===== config.mk =====
export PLATFORM = sky130hd
export DESIGN_NAME = phase_sequencer
export DESIGN_NICKNAME = d
export VERILOG_FILES = /design/src/rtl/phase_sequencer.sv
export SDC_FILE = /design/constraint.sdc
export NUM_CORES = 1
export LEC_CHECK = 0
export ABC_AREA = 1
export BUFFER_PORTS_ARGS = -buffer_cell sky130_fd_sc_hd__buf_2
export CAP_MARGIN = 15
export CORE_MARGIN = 2
export CORE_UTILIZATION = 52
export CTS_CLUSTER_DIAMETER = 30
export CTS_CLUSTER_SIZE = 30
export DETAILED_ROUTE_END_ITERATION = 8
export PLACE_DENSITY = 0.79
export SETUP_SLACK_MARGIN = 0.05
export SYNTH_ARGS = -nofsm -noshare
export SYNTH_HDL_FRONTEND = slang
export SYNTH_SLANG_ARGS = --single-unit

===== constraint.sdc =====
create_clock -name i_clk -period 2.3 [get_ports i_clk]
set_input_delay 0.115 -clock i_clk [delete_from_list [all_inputs] [get_ports i_clk]]
set_output_delay 0.115 -clock i_clk [all_outputs]
set_load 0.01 [all_outputs]

===== src/rtl/phase_sequencer.sv =====
// -----------------------------------------------------------------------------
// phase_sequencer
//
// This is the traffic-light phase FSM on the initiator side of the
// countdown-timer handshake. For each phase it:
//   1. drives a 4-bit duration on o_value,
//   2. pulses o_start_timer for one cycle,
//   3. waits for i_expired,
//   4. advances to the next phase.
//
// Phase order:
//   MAIN_G -> MAIN_Y -> RED1 -> SIDE_G -> SIDE_Y -> RED2 -> (WALK) -> MAIN_G
//   MAIN_G re-arms itself until a side-road vehicle has been latched.
//
// Optional feature: define PED_WALK_EN to latch i_ped_req and make the WALK
// phase reachable. When it is undefined:
//   - i_ped_req is ignored,
//   - WALK is never entered,
//   - o_walk stays 0.
// The port list is the same in both builds.
//
// Ports:
//   i_clk          system clock, all logic on the rising edge
//   i_reset_sync   synchronous active-high reset
//   i_expired      timer expiry level (may stay high for several cycles)
//   i_car_sense    side-road vehicle detector level
//   i_ped_req      pedestrian push-button level
//   o_value        duration of the current phase in timer ticks (never 0)
//   o_start_timer  one-cycle pulse that arms the timer
//   o_main_light   main-road lamps {red,yellow,green}, one-hot
//   o_side_light   side-road lamps {red,yellow,green}, one-hot
//   o_walk         pedestrian walk lamp
//   o_phase        current state encoding (debug / verification)
// -----------------------------------------------------------------------------
module phase_sequencer #(
    parameter int T_MAIN_GREEN = 9,
    parameter int T_SIDE_GREEN = 6,
    parameter int T_YELLOW     = 3,
    parameter int T_ALL_RED    = 1,
    parameter int T_WALK       = 5,
    parameter int BLANK        = 2
) (
    input  logic       i_clk,
    input  logic       i_reset_sync,
    input  logic       i_expired,
    input  logic       i_car_sense,
    input  logic       i_ped_req,
    output logic [3:0] o_value,
    output logic       o_start_timer,
    output logic [2:0] o_main_light,
    output logic [2:0] o_side_light,
    output logic       o_walk,
    output logic [2:0] o_phase
);

`ifdef PED_WALK_EN
    localparam bit C_PED_EN = 1'b1;
`else
    localparam bit C_PED_EN = 1'b0;
`endif

    // The timer treats a load of 0 as 16 ticks (it wraps), so a duration of 0
    // is promoted to 1. Values above 15 saturate to fit the 4-bit bus.
    function automatic logic [3:0] clamp_dur(input int t);
        if (t < 1) begin
            return 4'd1;
        end else if (t > 15) begin
            return 4'd15;
        end else begin
            return 4'(t);
        end
    endfunction

    localparam logic [3:0] D_MAIN_G  = clamp_dur(T_MAIN_GREEN);
    localparam logic [3:0] D_SIDE_G  = clamp_dur(T_SIDE_GREEN);
    localparam logic [3:0] D_YELLOW  = clamp_dur(T_YELLOW);
    localparam logic [3:0] D_ALL_RED = clamp_dur(T_ALL_RED);
    localparam logic [3:0] D_WALK    = clamp_dur(T_WALK);

    localparam int              C_BLANK = (BLANK < 0) ? 0 : BLANK;
    localparam int              BW      = (C_BLANK < 2) ? 1 : $clog2(C_BLANK + 1);
    localparam logic [BW-1:0]   C_BLANK_LOAD = BW'(C_BLANK);

    typedef enum logic [2:0] {
        S_MAIN_G = 3'd0,
        S_MAIN_Y = 3'd1,
        S_RED1   = 3'd2,
        S_SIDE_G = 3'd3,
        S_SIDE_Y = 3'd4,
        S_RED2   = 3'd5,
        S_WALK   = 3'd6
    } state_t;

    localparam logic [2:0] L_RED    = 3'b100;
    localparam logic [2:0] L_YELLOW = 3'b010;
    localparam logic [2:0] L_GREEN  = 3'b001;

    function automatic logic [3:0] dur_of(input state_t s);
        case (s)
            S_MAIN_G: return D_MAIN_G;
            S_MAIN_Y: return D_YELLOW;
            S_SIDE_G: return D_SIDE_G;
            S_SIDE_Y: return D_YELLOW;
            S_WALK:   return D_WALK;
            default:  return D_ALL_RED;
        endcase
    endfunction

    function automatic logic [2:0] main_of(input state_t s);
        case (s)
            S_MAIN_G: return L_GREEN;
            S_MAIN_Y: return L_YELLOW;
            default:  return L_RED;
        endcase
    endfunction

    function automatic logic [2:0] side_of(input state_t s);
        case (s)
            S_SIDE_G: return L_GREEN;
            S_SIDE_Y: return L_YELLOW;
            default:  return L_RED;
        endcase
    endfunction

    state_t          r_phase;
    logic [3:0]      r_value;
    logic            r_start_timer;
    logic [2:0]      r_main_light;
    logic [2:0]      r_side_light;
    logic            r_walk;
    logic            r_side_pend;
    logic            r_ped_pend;
    logic            r_need_start;
    logic [BW-1:0]   r_blank;

    state_t          w_next;
    logic            w_illegal;
    logic            w_blanked;
    logic            w_exit;

    always_comb begin
        w_next    = S_RED2;
        w_illegal = 1'b0;
        case (r_phase)
            S_MAIN_G: w_next = r_side_pend ? S_MAIN_Y : S_MAIN_G;
            S_MAIN_Y: w_next = S_RED1;
            S_RED1:   w_next = S_SIDE_G;
            S_SIDE_G: w_next = S_SIDE_Y;
            S_SIDE_Y: w_next = S_RED2;
            S_RED2:   w_next = (C_PED_EN && r_ped_pend) ? S_WALK : S_MAIN_G;
            S_WALK:   w_next = S_MAIN_G;
            default: begin
                // An unknown code leaves at once, into an all-red phase.
                w_next    = S_RED2;
                w_illegal = 1'b1;
            end
        endcase
        // The start-pulse cycle is blanked on its own. The counter is loaded on
        // the edge that ends the pulse, so expired is ignored for the pulse
        // cycle plus BLANK more. This hides a stale expired that the timer
        // holds until it has actually reloaded.
        w_blanked = r_start_timer || (r_blank != '0);
        w_exit    = w_illegal || (i_expired && !w_blanked);
    end

    always_ff @(posedge i_clk) begin
        if (i_reset_sync) begin
            r_phase       <= S_MAIN_G;
            r_value       <= D_MAIN_G;
            r_start_timer <= 1'b0;
            r_main_light  <= L_GREEN;
            r_side_light  <= L_RED;
            r_walk        <= 1'b0;
            r_side_pend   <= 1'b0;
            r_ped_pend    <= 1'b0;
            r_need_start  <= 1'b1;
            r_blank       <= '0;
        end else begin
            r_start_timer <= 1'b0;

            if (i_car_sense) begin
                r_side_pend <= 1'b1;
            end
            if (C_PED_EN && i_ped_req) begin
                r_ped_pend <= 1'b1;
            end

            if (r_start_timer) begin
                r_blank <= C_BLANK_LOAD;
            end else if (r_blank != '0) begin
                r_blank <= r_blank - BW'(1);
            end

            if (r_need_start) begin
                // First cycle after reset: arm MAIN_G. Do not look at expired yet.
                r_need_start  <= 1'b0;
                r_start_timer <= 1'b1;
            end else if (w_exit) begin
                r_phase       <= w_next;
                r_value       <= dur_of(w_next);
                r_main_light  <= main_of(w_next);
                r_side_light  <= side_of(w_next);
                r_walk        <= C_PED_EN && (w_next == S_WALK);
                r_start_timer <= 1'b1;
                // These clears come after the sets above, so a request arriving
                // on the entry edge is consumed by the phase being entered.
                if (w_next == S_SIDE_G) begin
                    r_side_pend <= 1'b0;
                end
                if (w_next == S_WALK) begin
                    r_ped_pend <= 1'b0;
                end
            end
        end
    end

    assign o_value       = r_value;
    assign o_start_timer = r_start_timer;
    assign o_main_light  = r_main_light;
    assign o_side_light  = r_side_light;
    assign o_walk        = r_walk;
    assign o_phase       = r_phase;

endmodule

==> metrics.yaml <==
detailed_routing:
  vias: 616
  post_drt_wl_per_cell_um: 10.2
  drtIter0Drc: 7
  drtPass1Iterations: 4
  vias_per_cell: 4.85
  finalWirelength_um: 1300
  drc: 0
  ant_nets: 0
synth:
  postSynthCellCount: 94
  synth.cell_area_sq_um: 721
  ys_seq_area_share_pct: 50.0
  ys_warn_count: 0
  syn_avg_cell_area_sq_um: 7.67
  synth_nets: 99
  ys_types: 19
  ys_ff_latch: 18
sta:
  fin_worst_skew_ns: 0.00239
  rsz0062_at_grt: "false"
  tns_ns: 0
  max_freq_mhz: 732
  drv_slew: 0
  finalHoldViolCount: 0
  fin_crit_sh_pct: 59.4
  min_period_ns: 1.37
  setup_viol: 0
  setup_slack_ns: 0.934
finish:
  final_common_cell: "nand2_1"
  diodes: 0
  layout_common_cells: "nand2_1, dfxtp_1, nor2_1, buf_2, inv_1"
  fin_nets: 119
  multi_input_area_sq_um: 299
  drive_gt1_share_pct: 22.3
  fillerInstances: 129
  area_delta_synth_final_pct: 15.6
  regArea_sq_um: 360
global_route:
  antenna_found_initial: 0
  grt_pass1_wl_um: 1990
  track_usage_pct: 17.8
  first_global_vias: 458
  grt_max_degree: 15
  overflow: 0
clocking:
  root_buffer: "clkbuf_4"
  cts-resized-gates: 0
  clock-sinks: 18
  postCtsHoldBufs: 1
  clockBufferDepth: 2
  clkTransAtPathRegs_ns: 0.09
  post_cts_buffers: 0
  cts_buffers: 3
  cts_tree: "done"
  clk_latency_ns: 0.28
  h-tree-depth: 1
die:
  die_h_um: 41.2
  dieArea_sq_um: 1700
  coreArea_sq_um: 1300
  ios: 20
  die_w_um: 41.2
  start_util_pct: 55.4
  core.rowCount: 13
worst_setup_path:
  startpoint_type: "flop"
  worstSetupEndpointType: "flop"
  arrival_ns: 1.52
  r2r_slack_ns: 0.93
  timing.rr.end: "o_main_light[0]"
  ff2ff_path_depth: 7
  cp.required_ns: 2.46
  crit_type: "flop to flop"
  reg2reg_from: "o_phase[1]"
  crit_fanout: 6
placed_design:
  hpwl_um: 933
  numPortBuffers: 17
  gp_congestion: 0.779
  place_ws_ns: 0.969
power:
  p_leak_nw: 0.425
  irDropWorstVdd_uv: 386
  cellPowerDensity_nw_per_um2: 690
min_path:
  holdPathEnd: "r_side_pend"
  hold_depth: 3
  hold_path_class: "input pin to flop"
  hp-start: "i_car_sense"
status:
  status: "completed"
run:
  maxCapViolations: 0
power breakdown:
group          switching [mW]  internal [mW]
combinational          0.0522         0.0318
sequential             0.0138          0.329
clock                  0.0868         0.0606
total                   0.153          0.422
critical path, cell delays in order (launching register included):
cell and delay, ns:
dfxtp_1 0.44, inv_1 0.10, nor2_1 0.27, nand2_1 0.08, nand2_1 0.07, nor2_1 0.06, nand3_1 0.13, nand3_1 0.09
cells by family after synthesis:
kind of cell           Yosys count  share of synthesized area (%)
other                            1                          0.520
DFF                             18                           50.0
and+or+nand+nor                 46                           27.1
buffers and inverters           13                           8.51
AOI/OAI and AO/OA               16                           13.9
flip-flops by register name (all words and copies together) (netlist names):
signal / flops
o_value: 4
o_main_light: 3
o_phase: 3
o_side_light: 3
r_blank: 2
o_start_timer: 1
r_need_start: 1
r_side_pend: 1
worst max path at each step:
stage	slack (ns)	endpoint	from
5_1_grt	0.81	o_value[3]	o_phase[1]
4_1_cts	0.94	o_main_light[0]	o_phase[1]
3_3_place_gp	1.00	o_value[3]	o_phase[1]
6_report	0.93	o_main_light[0]	o_phase[1]
2_1_floorplan	1.09	o_phase[2]	o_phase[2]
3_5_place_dp	0.97	o_main_light[0]	o_phase[1]
synth_stat cells:
cell / n / area [sq um]
a21oi_1: 5 / 25.0
a21oi_2: 1 / 8.76
a21oi_4: 1 / 16.3
and3_1: 1 / 6.26
buf_2: 1 / 5.00
buf_4: 1 / 7.51
buf_6: 1 / 11.3
conb_1: 1 / 3.75
dfxtp_1: 18 / 360
inv_1: 10 / 37.5
nand2_1: 19 / 71.3
nand2_2: 2 / 12.5
nand3_1: 4 / 20.0
nand3_2: 1 / 10.0
nand4_1: 1 / 6.26
nor2_1: 17 / 63.8
nor3_1: 1 / 5.00
o211ai_1: 2 / 15.0
o21ai_0: 7 / 35.0
metal layers:
| metal | wire [um] | vias up | global-route usage [%] |
|---|---|---|---|
| li1 | - | 331 | - |
| met1 | 649 | 273 | 26.8 |
| met2 | 596 | 10 | 25.4 |
| met3 | 42 | 2 | 3.26 |
| met4 | 6 | 0 | 4.84 |
| met5 | 0 | - | 0 |
final cells by class:
cell class / count / share of cell area (%)
Clock buffer: 3 / 2.70
Inverter: 10 / 4.50
Multi-Input combinational cell: 63 / 35.9
Sequential cell: 18 / 43.2
Tap cell: 15 / 2.25
Timing Repair Buffer: 18 / 11.4
through the flow:
stage | hold slack [ns] | total power [mW] | cell area, sq um | utilization, % | std cells
after floorplan | 0.143 | 0.410 | 721 | - | 94
after global placement | 0.278 | 0.431 | 801 | 61.5 | 123
after detailed placement | 0.281 | 0.433 | 801 | 61.5 | 123
after CTS | 0.0571 | 0.579 | 833 | 64.0 | 127
after global routing | 0.0690 | 0.607 | 833 | 64.0 | 127
final | 0.0607 | 0.575 | 833 | 64.0 | 127
No activity file was read; power rests on OpenSTA's default activity.
